## src/rtl/arb_req_queue.sv

```systemverilog
// arb_req_queue
//   Per-lane pending-request queue in front of a 4-way arbiter. Each lane
//   keeps a saturating pending count (0..DEPTH) fed by single-cycle request
//   pulses and drained by one legal grant per cycle. Drives the arbiter's
//   level request, flags dropped requests (sticky), bad grants (pulse) and,
//   optionally, starvation.
//
//   Optional feature macro: STARVE_MON_EN (per-lane wait counters and the
//   starve output). Without it, starve is tied low and no counters exist.
//
// Ports
//   clk      in   clock, all state on rising edge
//   rst      in   asynchronous active-low reset
//   req_in   in   [3:0] per-lane request pulse (one request per high cycle)
//   gnt      in   [3:0] grant from arbiter, expected one-hot or zero
//   clr_ovf  in   synchronous clear of the overflow sticky bits
//   req      out  [3:0] lane has pending requests
//   full     out  [3:0] lane count equals DEPTH
//   overflow out  [3:0] sticky, a request was dropped on the lane
//   gnt_err  out  one-cycle pulse after a multi-hot or spurious grant
//   pend_cnt out  [4*CNT_W-1:0] lane i count at [i*CNT_W +: CNT_W]
//   starve   out  [3:0] lane waited STARVE_LIMIT cycles without a grant
module arb_req_queue #(
  parameter int DEPTH        = 8,
  parameter int CNT_W        = $clog2(DEPTH + 1),
  parameter int STARVE_LIMIT = 64
) (
  input  logic               clk,
  input  logic               rst,
  input  logic [3:0]         req_in,
  input  logic [3:0]         gnt,
  input  logic               clr_ovf,
  output logic [3:0]         req,
  output logic [3:0]         full,
  output logic [3:0]         overflow,
  output logic               gnt_err,
  output logic [4*CNT_W-1:0] pend_cnt,
  output logic [3:0]         starve
);

  if (DEPTH < 1) begin : g_bad_depth
    $error("arb_req_queue: DEPTH must be at least 1");
  end
  if (STARVE_LIMIT < 2) begin : g_bad_limit
    $error("arb_req_queue: STARVE_LIMIT must be at least 2");
  end

  localparam logic [CNT_W-1:0] DEPTH_C = CNT_W'(DEPTH);

  logic [CNT_W-1:0] cnt_q [4];
  logic [CNT_W-1:0] cnt_d [4];
  logic [3:0]       ovf_q, ovf_d;
  logic             gnt_err_q, gnt_err_d;

  logic [3:0] lane_nz;
  logic       gnt_onehot;
  logic [3:0] dec;

  always_comb begin
    for (int unsigned i = 0; i < 4; i++) begin
      lane_nz[i] = (cnt_q[i] != '0);
    end
  end

  // A grant only retires a request when it is one-hot and hits a non-empty
  // lane. With that, dec is zero for every bad grant, so the error is simply
  // "some grant bit set but nothing retired".
  assign gnt_onehot = (gnt != '0) && ((gnt & (gnt - 4'd1)) == '0);
  assign dec        = gnt_onehot ? (gnt & lane_nz) : '0;
  assign gnt_err_d  = (gnt != '0) && (dec == '0);

  always_comb begin
    for (int unsigned i = 0; i < 4; i++) begin
      cnt_d[i] = cnt_q[i];
      // Set has priority over clear.
      ovf_d[i] = ovf_q[i] & ~clr_ovf;
      if (req_in[i] && !dec[i]) begin
        if (cnt_q[i] == DEPTH_C) begin
          ovf_d[i] = 1'b1;
        end else begin
          cnt_d[i] = cnt_q[i] + CNT_W'(1);
        end
      end else if (!req_in[i] && dec[i]) begin
        cnt_d[i] = cnt_q[i] - CNT_W'(1);
      end
    end
  end

  always_ff @(posedge clk or negedge rst) begin
    if (!rst) begin
      for (int unsigned i = 0; i < 4; i++) begin
        cnt_q[i] <= '0;
      end
      ovf_q     <= '0;
      gnt_err_q <= 1'b0;
    end else begin
      for (int unsigned i = 0; i < 4; i++) begin
        cnt_q[i] <= cnt_d[i];
      end
      ovf_q     <= ovf_d;
      gnt_err_q <= gnt_err_d;
    end
  end

  always_comb begin
    pend_cnt = '0;
    for (int unsigned i = 0; i < 4; i++) begin
      req[i]                       = lane_nz[i];
      full[i]                      = (cnt_q[i] == DEPTH_C);
      pend_cnt[i*CNT_W +: CNT_W]   = cnt_q[i];
    end
  end

  assign overflow = ovf_q;
  assign gnt_err  = gnt_err_q;

`ifdef STARVE_MON_EN
  localparam int WAIT_W = $clog2(STARVE_LIMIT + 1);
  localparam logic [WAIT_W-1:0] LIMIT_C = WAIT_W'(STARVE_LIMIT);

  logic [WAIT_W-1:0] wait_q [4];
  logic [WAIT_W-1:0] wait_d [4];

  always_comb begin
    for (int unsigned i = 0; i < 4; i++) begin
      wait_d[i] = wait_q[i];
      if (!lane_nz[i] || dec[i]) begin
        wait_d[i] = '0;
      end else if (wait_q[i] != LIMIT_C) begin
        wait_d[i] = wait_q[i] + WAIT_W'(1);
      end
    end
  end

  always_ff @(posedge clk or negedge rst) begin
    if (!rst) begin
      for (int unsigned i = 0; i < 4; i++) begin
        wait_q[i] <= '0;
      end
    end else begin
      for (int unsigned i = 0; i < 4; i++) begin
        wait_q[i] <= wait_d[i];
      end
    end
  end

  always_comb begin
    for (int unsigned i = 0; i < 4; i++) begin
      starve[i] = (wait_q[i] == LIMIT_C);
    end
  end
`else
  assign starve = '0;
`endif

endmodule

```

## config.mk

```make
export PLATFORM = sky130hd
export DESIGN_NAME = arb_req_queue
export DESIGN_NICKNAME = d
export VERILOG_FILES = /design/src/rtl/arb_req_queue.sv
export SDC_FILE = /design/constraint.sdc
export NUM_CORES = 1
export LEC_CHECK = 0
export CORE_MARGIN = 2
export CORE_UTILIZATION = 35
export DETAILED_ROUTE_END_ITERATION = 6
export MAX_ROUTING_LAYER = met4
export PLACE_DENSITY = 0.62
export SLEW_MARGIN = 5
export SYNTH_ARGS = -nofsm -noshare
export SYNTH_HDL_FRONTEND = slang
export SYNTH_SLANG_ARGS = --single-unit
```

## constraint.sdc

```tcl
create_clock -name clk -period 5.9 [get_ports clk]
set_input_delay 0.885 -clock clk [delete_from_list [all_inputs] [get_ports clk]]
set_output_delay 0.885 -clock clk [all_outputs]
set_load 0.03 [all_outputs]
```

==> results_dict.tcl <==
set metrics [dict create \
    status "finished clean" \
    setup-tns-final_ns 0 \
    p_per_area_nw_per_um2 541.1 \
    clock-sinks 21 \
    yosys_warnings 0 \
    htree_levels 1 \
    cts_setup_buffers 0 \
    syn_area_um2 1483 \
    worst_pin_slew_ns 0.9899 \
    gp_congestion 0.9124 \
    cts-hold-fix-buffers 0 \
    hold-worst-slack_ns 0.5302 \
    core.rowCount 23 \
    cp_max_fo 6 \
    finalCritPeriodShare_pct 56.60 \
    grt_pass1_wl_um 5996 \
    routed_wl_um 3448 \
    root_buffer "clkbuf_8" \
    syn_inst 142 \
    setup_violations 0 \
    drt_pre_antenna_iters 4 \
    period_minus_slack_ns 3.340 \
    ctsResizeCount 0 \
    relSlewSlack_pct 33.80 \
    syn_to_final_growth_pct 32.40 \
    cp.required_ns 6.07 \
    ys_types 38 \
    cp_top_family "compound AO/OA/AOI/OAI gates" \
    n_fill_cell 369 \
    critPathBufInv 1 \
    synth_top_area_share_pct 35.44 \
    route.detailed.drc 0 \
    cts_tree "done" \
    cts.path.max_buffers 2 \
    min-delay-start "overflow[2]" \
    synth_flop_cell "dfrtp_1" \
    total_power_mw 1.062 \
    p_leak_nw 0.8120 \
    crit_type "in2reg" \
    final_common_cell "clkdlybuf4s50_1" \
    yosys.area.top_type "dfrtp_1" \
    dr.first_iter.drc_count 74 \
    syn_avg_cell_area_um2 10.44 \
    diodes 0 \
    die-area_um2 4773 \
    start_util_pct 36.80 \
    clk_pin_slew_ns 0.08 \
    ant_nets 0 \
    overflow 0 \
    wl_per_cell_um 14.74 \
    vdd_drop_max_uv 316.0 \
    cpPeakStageDelay_ns 0.60 \
    ys_ff_latch 21 \
    worstSetupStartpoint "gnt[1]" \
    holdCritPathClass "reg2reg" \
    grt_pass1_vias 1284 \
    rr_startpoint "pend_cnt[8]" \
    place_ws_ns 2.342 \
    grt_max_degree 22 \
    die_y_um 69.09 \
    core_area_um2 4029 \
    grt_antenna_before_repair 0 \
    insertion_delay_ns 0.26 \
    ys_seq_area_share_pct 35.44 \
    fin_nets 208 \
    place_hpwl_um 2725 \
    finClkSkew_ns 0.003450 \
    endpoint_kind "register" \
    via_per_inst 5.397 \
    drive_gt1_share_pct 8.696 \
    cap_violations 0 \
    fin_ws_ns 2.560 \
    hold_viol 0 \
    cts_buffers 3 \
    pin_count 44 \
    synth-edff-count 0 \
    die_width_um 69.09 \
    rsz0062_at_grt "no" \
    async_flop_share_pct 100.0 \
    port_buffers 39 \
    gr-usage-all-layers_pct 15.31 \
    finish.utilization_pct 48.73 \
    fmax_mhz 299.4 \
    drv_slew 0 \
    cpMaxStageDelayCell "or4b_4" \
    dr_total_vias 1263 \
    synthTopCellsByArea "dfrtp_1 35%, ha_1 6.8%, mux2_1 6.1%, fa_1 5.4%, xor2_1 4.1%" \
    cp-start-kind "input port" \
    cp.arrival_ns 3.51 \
    crit_path_cell_trace "clkdlybuf4s50_1, or4b_4, o21ai_0, ha_1, a21oi_1, nand2_1, mux2_2, o221ai_1" \
    layout_common_cells "39 x clkdlybuf4s50_1, 21 x dfrtp_1, 12 x inv_1" \
]
-- cell usage after synthesis, drive strengths merged (5+ instances only) --
cell,number
a21oi,7
dfrtp,21
ha,8
inv,12
mux2,9
nand2,9
nand3,6
nor3,9
o22ai,5
xor2,7
-- final timing paths --
kind	cells after the start	to	slack [ns]
max	8	pend_cnt[11]	2.56
min	2	overflow[2]	0.53
max reg2reg	7	pend_cnt[11]	3.22
min reg2reg	2	overflow[2]	0.53
max in group asynchronous	1	pend_cnt[11]	4.13
min in group asynchronous	1	overflow[3]	1.17
-- cell families after synthesis --
family                   count (synthesis)  share of synthesized area, %
AO/OA/AOI/OAI                           32                         16.71
other                                    1                        0.2529
XOR/XNOR                                 8                         4.726
buffers and inverters                   16                         5.063
multiplexers                            12                         8.861
adder cells (fa/ha/maj)                 12                         12.15
AND/OR/NAND/NOR                         40                         16.79
flip-flops                              21                         35.44
-- area by class of cell --
cell class / instances / area [µm²] / area share (%)
Sequential cell: 21 / 525.5 / 26.77
Tap cell: 50 / 62.56 / 3.187
Clock buffer: 3 / 41.29 / 2.103
Timing Repair Buffer: 39 / 390.4 / 19.89
Clock inverter: 1 / 5.005 / 0.2549
Multi-Input combinational cell: 108 / 893.4 / 45.51
Inverter: 12 / 45.04 / 2.294
-- registers in the layout, indices dropped and copies added (netlist names) --
signal	count
pend_cnt	16
overflow	4
gnt_err	1
-- where the power goes --
| group | switching, mW | internal, mW | total [mW] |
|---|---|---|---|
| clock | 0.0480 | 0.0470 | 0.0950 |
| sequential | 0.112 | 0.209 | 0.322 |
| combinational | 0.355 | 0.291 | 0.646 |
| total | 0.515 | 0.547 | 1.06 |
-- per-layer routing --
layer,part of all wire (%),vias up,global-route usage (%)
met3,4.2,2,2.778
met5,0,-,-
met1,48,624,21.35
met4,0.44,0,3.268
li1,-,605,-
met2,47,32,23.40
-- metrics by stage --
| stage | cell area [µm²] | cells |
|---|---|---|
| after floorplan | 1494 | 145 |
| after CTS | 1963 | 234 |
| after detailed placement | 1917 | 230 |
| after global placement | 1917 | 230 |
| after global routing | 1963 | 234 |
| final | 1963 | 234 |
-- worst register-to-register path: cells and delay by family (launching register included) --
kind	cells	cell delay, ns
fa+ha+maj	1	0.40
mux	1	0.29
compound gates	3	0.71
flops	1	0.48
simple gates	2	0.71
Note: power is estimated with default switching activity, not from simulation.
